==> src/rtl/alu_arbiter.sv <==
// Two-requester front end for a shared combinational ALU: round-robin accept,
// one transaction in flight, result held until the owning requester takes it.
module alu_arbiter #(
  parameter bit RR_INIT = 1'b0
) (
  input  logic        I_CLK,
  input  logic        I_NRESET,
  input  logic        I_REQ0_VALID,
  input  logic        I_REQ1_VALID,
  output logic        O_REQ0_READY,
  output logic        O_REQ1_READY,
  input  logic [3:0]  I_REQ0_OPCODE,
  input  logic [3:0]  I_REQ1_OPCODE,
  input  logic [15:0] I_REQ0_A,
  input  logic [15:0] I_REQ0_B,
  input  logic [15:0] I_REQ1_A,
  input  logic [15:0] I_REQ1_B,
  output logic        O_RSP0_VALID,
  output logic        O_RSP1_VALID,
  input  logic        I_RSP0_READY,
  input  logic        I_RSP1_READY,
  output logic [15:0] O_RSP_C,
  output logic [4:0]  O_RSP_STATUS,
  output logic        O_RSP_ERR,
  output logic [3:0]  O_ALU_OPCODE,
  output logic [15:0] O_ALU_A,
  output logic [15:0] O_ALU_B,
  input  logic [15:0] I_ALU_C,
  input  logic [4:0]  I_ALU_STATUS,
  output logic        O_BUSY
);
  typedef enum logic [1:0] {IDLE = 2'd0, EXEC = 2'd1, RESP = 2'd2} state_t;

  state_t      state;
  logic        ptr;
  logic        owner;
  logic [3:0]  opcode;
  logic [15:0] op_a;
  logic [15:0] op_b;
  logic        grant0;
  logic        grant1;

  // Opcodes 12..15 have no ALU meaning and complete with ERR set.
  function automatic logic illegal_op(input logic [3:0] op);
    return op[3] & op[2];
  endfunction

  // ptr names the requester that wins when both are valid.
  always_comb begin
    grant0 = 1'b0;
    grant1 = 1'b0;
    if (state == IDLE) begin
      if (I_REQ0_VALID && (!I_REQ1_VALID || !ptr)) grant0 = 1'b1;
      else if (I_REQ1_VALID)                      grant1 = 1'b1;
    end
  end

  assign O_REQ0_READY = grant0;
  assign O_REQ1_READY = grant1;
  assign O_ALU_OPCODE = opcode;
  assign O_ALU_A      = op_a;
  assign O_ALU_B      = op_b;

  always_ff @(posedge I_CLK) begin
    if (!I_NRESET) begin
      state        <= IDLE;
      ptr          <= RR_INIT;
      owner        <= 1'b0;
      opcode       <= 4'd0;
      op_a         <= 16'd0;
      op_b         <= 16'd0;
      O_RSP0_VALID <= 1'b0;
      O_RSP1_VALID <= 1'b0;
      O_RSP_C      <= 16'd0;
      O_RSP_STATUS <= 5'd0;
      O_RSP_ERR    <= 1'b0;
      O_BUSY       <= 1'b0;
    end else begin
      case (state)
        IDLE: begin
          if (grant0 || grant1) begin
            owner  <= grant1;
            ptr    <= grant0;
            opcode <= grant1 ? I_REQ1_OPCODE : I_REQ0_OPCODE;
            op_a   <= grant1 ? I_REQ1_A : I_REQ0_A;
            op_b   <= grant1 ? I_REQ1_B : I_REQ0_B;
            O_BUSY <= 1'b1;
            state  <= EXEC;
          end
        end
        EXEC: begin
          if (illegal_op(opcode)) begin
            O_RSP_C      <= 16'd0;
            O_RSP_STATUS <= 5'd0;
            O_RSP_ERR    <= 1'b1;
          end else begin
            O_RSP_C      <= I_ALU_C;
            O_RSP_STATUS <= I_ALU_STATUS;
            O_RSP_ERR    <= 1'b0;
          end
          O_RSP0_VALID <= !owner;
          O_RSP1_VALID <= owner;
          state        <= RESP;
        end
        RESP: begin
          // Only the owner's ready matters; the result holds until it is taken.
          if (owner ? I_RSP1_READY : I_RSP0_READY) begin
            O_RSP0_VALID <= 1'b0;
            O_RSP1_VALID <= 1'b0;
            O_BUSY       <= 1'b0;
            state        <= IDLE;
          end
        end
        default: begin
          O_RSP0_VALID <= 1'b0;
          O_RSP1_VALID <= 1'b0;
          O_BUSY       <= 1'b0;
          state        <= IDLE;
        end
      endcase
    end
  end
endmodule

==> config.mk <==
export PLATFORM = sky130hd
export DESIGN_NAME = alu_arbiter
export DESIGN_NICKNAME = d
export VERILOG_FILES = /design/src/rtl/alu_arbiter.sv
export SDC_FILE = /design/constraint.sdc
export NUM_CORES = 1
export LEC_CHECK = 0
export CAP_MARGIN = 20
export CORE_AREA = 2 2 96 98
export CTS_CLUSTER_DIAMETER = 40
export DETAILED_ROUTE_END_ITERATION = 8
export DIE_AREA = 0 0 98 100
export PLACE_DENSITY = 0.73
export SLEW_MARGIN = 40
export SYNTH_ARGS = -nofsm -noshare
export SYNTH_HDL_FRONTEND = slang
export SYNTH_SLANG_ARGS = --single-unit
==> constraint.sdc <==
create_clock -name I_CLK -period 1.5 [get_ports I_CLK]
set_input_delay 0.3 -clock I_CLK [delete_from_list [all_inputs] [get_ports I_CLK]]
set_output_delay 0.3 -clock I_CLK [all_outputs]
set_load 0.1 [all_outputs]
==> Flow_metrics.wiki <==
{| class="wikitable"
! Metric !! Value
|-
| Outcome || complete, but fails checks
|-
| Failing checks || setup timing
|-
| Normalized max-slew margin || 79.7%
|-
| Number of buffers created by CTS || 9
|-
| Setup repair after global routing missed its margin || yes
|-
| Vertical die dimension || 100 um
|-
| Setup violators final || 2
|-
| Die outline area || roughly 9800 um2
|-
| Final period utilization || 113%
|-
| Most frequent cell after synthesis || sky130_fd_sc_hd__dfxtp_1
|-
| Post-synth net total || 443
|-
| Fin. max-slew vios || 0
|-
| Hold-fix buffer count after cts || 0
|-
| Clk slew on worst S/H paths || about 70 ps
|-
| Fmax || 0.589 GHz
|-
| Worst path arrival time || 1400 ps
|-
| Inserted Diodes || 0
|-
| Initial core utilization || 32.5%
|-
| Minimum clock period after layout || approximately 1700 ps
|-
| Seq cells post-synth || between 60 and 70
|-
| Share of flip-flops with an asynchronous set or reset || 0%
|-
| Count of endpoints failing hold in the final timing report || 0
|-
| Number of sinks driven by the clock tree || 65
|-
| Synth-to-layout area growth || 99.7%
|-
| Global-route wire length before repair || 15600 um
|-
| Post-Syn Area || 2890 um2
|-
| Top cells by count, synth || sky130_fd_sc_hd__dfxtp_1, sky130_fd_sc_hd__a21oi_1, sky130_fd_sc_hd__nand3_1, sky130_fd_sc_hd__a311oi_1, sky130_fd_sc_hd__nand2_1
|-
| Req. time, crit path || roughly 1200 ps
|-
| Proportion of layout cells with a drive suffix above 1 || slightly below 30%
|-
| Cell family contributing the most delay on the critical path || simple AND/OR/NAND/NOR gates
|-
| DIE WIDTH || ~98 um
|-
| Number of buffers between clock root and the deepest sink || 2
|-
| Number of vias in the routed layout || ~3400
|-
| Number of global-route vias before repair || 3246
|-
| Mean instance size in the synthesized netlist || ~8.4 um2
|-
| Placer's final routability congestion estimate || 0.790
|-
| Final WS setup || -198 ps
|-
| Worst Hold Slack || 489 ps
|-
| Setup total negative slack || -317 ps
|-
| CP cell instances || or3b_4 -> nor2_4 -> buf_12
|-
| Placed instance area || 5340 um2
|-
| Ratio of routed vias to standard cells || 5.40
|-
| Leading register cell type out of synthesis || sky130_fd_sc_hd__dfxtp_1
|-
| Transition at the pin with the smallest max-transition slack || 305 ps
|-
| Number of antenna violations at the first check in global routing || 0
|-
| Global route total overflow || 0
|-
| Detail-routed net length per standard cell || 16.3 um
|-
| Largest cells by area after synthesis || sky130_fd_sc_hd__dfxtp_1, sky130_fd_sc_hd__a311oi_1, sky130_fd_sc_hd__a21oi_1, sky130_fd_sc_hd__nand3_1, sky130_fd_sc_hd__o21ai_0
|-
| Worst clock skew || 6.89 ps
|-
| Number of enable flip-flop cells after synthesis || 0
|-
| Category of the critical setup timing path || reg2out
|-
| Overall global routing resource usage || 19.6%
|-
| Placed cell count || 604
|-
| Number of routed nets with antenna violations || 0
|-
| HPWL after detailed placement || 7310 um
|-
| Power Dens Cells || 1310 nW/um2
|-
| Count of H-tree levels built during CTS || 3
|-
| Kind of capture point of the worst setup path || primary output
|-
| Clock latency of the later-clocked register in the worst-skew pair || 340 ps
|-
| Slowest-stage cell, CP || sky130_fd_sc_hd__or3b_4
|-
| First element of the critical path || state[1]
|-
| Clock root cell || sky130_fd_sc_hd__clkbuf_8
|-
| Sequential cell area fraction in the yosys report || 45.0%
|-
| Number of buffers added on ports || ~160
|-
| Synth Warn # || 0
|-
| Max-capacitance violation count || 0
|-
| Maximum resistive drop on vdd || 0.707 mV
|-
| TritonRoute pass-1 iters || 4
|-
| Number of cells produced by synthesis || between 300 and 400
|-
| Beginning of the worst register-to-register path || state[0]
|-
| Leak || roughly 0.0021 uW
|-
| Largest fanout on the critical path || 3
|-
| Largest net degree at the start of global routing || 29
|-
| CP peak stage delay || 390 ps
|-
| Distinct cell type count after synthesis || 34
|-
| Finished Cell Area || 5770 um2
|-
| Iteration-0 DRC Markers || 135
|-
| Path class of the lowest-slack min-delay path || reg2reg
|-
| Number of top-level design ports || 162
|-
| Overall power of the completed layout || about 7600 uW
|-
| Cell Rows || 35
|-
| Placeable core region || 8890 um2
|-
| Library cell with the largest summed area after synthesis || sky130_fd_sc_hd__dfxtp_1
|-
| Final routed DRC violation total || 0
|-
| Total Wirelength || 10200 um
|-
| Hold path startpoint || O_RSP_C[11]
|-
| Total buffers and inverters traversed by the critical path || 1
|-
| Total Nets Final || between 600 and 700
|-
| Yosys top cell area share || 45.0%
|-
| Clock tree from TritonCTS || done
|-
| Kind of start point of the critical path || register
|-
| Post-layout instance count excluding filler cells || 626
|}
==> where the power goes <==
| group | internal [uW] | leakage [uW] | switching (uW) |
|---|---|---|---|
| registers | 1940 | 0.000538 | 225 |
| clock network | 986 | 0.000113 | 701 |
| logic | 1440 | 0.00146 | 2260 |
| total | 4370 | 0.00211 | 3190 |
==> flip-flops by register name, summed over array words and instances, names as in the netlist <==
register	flops
O_ALU_A	16
owner	1
O_ALU_OPCODE	4
O_RSP1_VALID	1
O_RSP0_VALID	1
O_RSP_ERR	1
O_RSP_STATUS	5
state	2
O_ALU_B	16
O_RSP_C	16
O_BUSY	1
ptr	1
==> stage by stage <==
step                utilization (%)  setup slack (ps)
global route                   65.0              -256
finish                         65.0              -198
detailed placement             60.0              -488
CTS                            63.0              -262
global placement               60.0              -416
floorplan                         -              -327
==> worst register-to-register path, cell delays in order, from the launching register on <==
cell and delay [ps]:
sky130_fd_sc_hd__dfxtp_1 350, sky130_fd_sc_hd__buf_6 140, sky130_fd_sc_hd__nor2_4 50, sky130_fd_sc_hd__buf_4 140
sky130_fd_sc_hd__and2_2 220, sky130_fd_sc_hd__buf_6 180, sky130_fd_sc_hd__a311oi_1 300
==> metal layers <==
metal  part of all wire, %  wire (um)  track usage [%]
met3                   7.8        797             7.45
met1                    40       4140             22.2
met5                     0          0                0
met2                    50       5100             34.4
met4                   1.9        195             5.98
==> timing repair <==
item / in CTS / in global routing
cloned: 0 / 1
resized for setup: 14 / 41
buffers inserted: 4 / 1
pin swaps: 4 / 9
endpoints found under the setup margin: 37 / 40
hold endpoints to repair: 0 / 0
==> placed cells by master (no fill, tap or decap), types with 3 or more instances in the layout <==
cell type,netlist,routed
sky130_fd_sc_hd__buf_4,4,23
sky130_fd_sc_hd__nand2_1,25,24
sky130_fd_sc_hd__a21oi_1,60,59
sky130_fd_sc_hd__buf_6,6,7
sky130_fd_sc_hd__o21ai_2,0,10
sky130_fd_sc_hd__o21ai_1,18,25
sky130_fd_sc_hd__clkdlybuf4s50_1,0,96
sky130_fd_sc_hd__clkbuf_8,0,10
sky130_fd_sc_hd__nand3_1,57,57
sky130_fd_sc_hd__buf_12,0,67
sky130_fd_sc_hd__dfxtp_2,0,3
sky130_fd_sc_hd__a311oi_1,36,26
sky130_fd_sc_hd__dfxtp_1,65,61
sky130_fd_sc_hd__a311oi_2,0,10
==> logic make-up after synthesis <==
family                 after synthesis  share of synthesized area [%]
muxes                                1                          0.389
and+or+nand+nor                     96                           17.0
AOI/OAI and AO/OA                  140                           29.7
buffers and inverters               42                           7.87
DFF                                 65                           45.0
==> cell type report <==
class | instances | area [um2]
flip-flops and latches | 65 | 1310
fillers | 684 | 3120
clock buffers | 10 | 138
repair buffers | 196 | 2600
well taps | 111 | 139
inverters | 1 | 3.75
multi-input cells | 237 | 1500
clock inverters | 6 | 90.1
==> final timing paths <==
path / end / slack, ps / cells after the start
worst max-delay path: O_REQ1_READY / -200 / 3
worst min-delay path: O_RSP_C[11] / 490 / 2
worst max register to register: O_ALU_B[5] / 20 / 6
worst min register to register: O_RSP_C[11] / 490 / 2
Note: power is estimated with default switching activity, not from simulation.
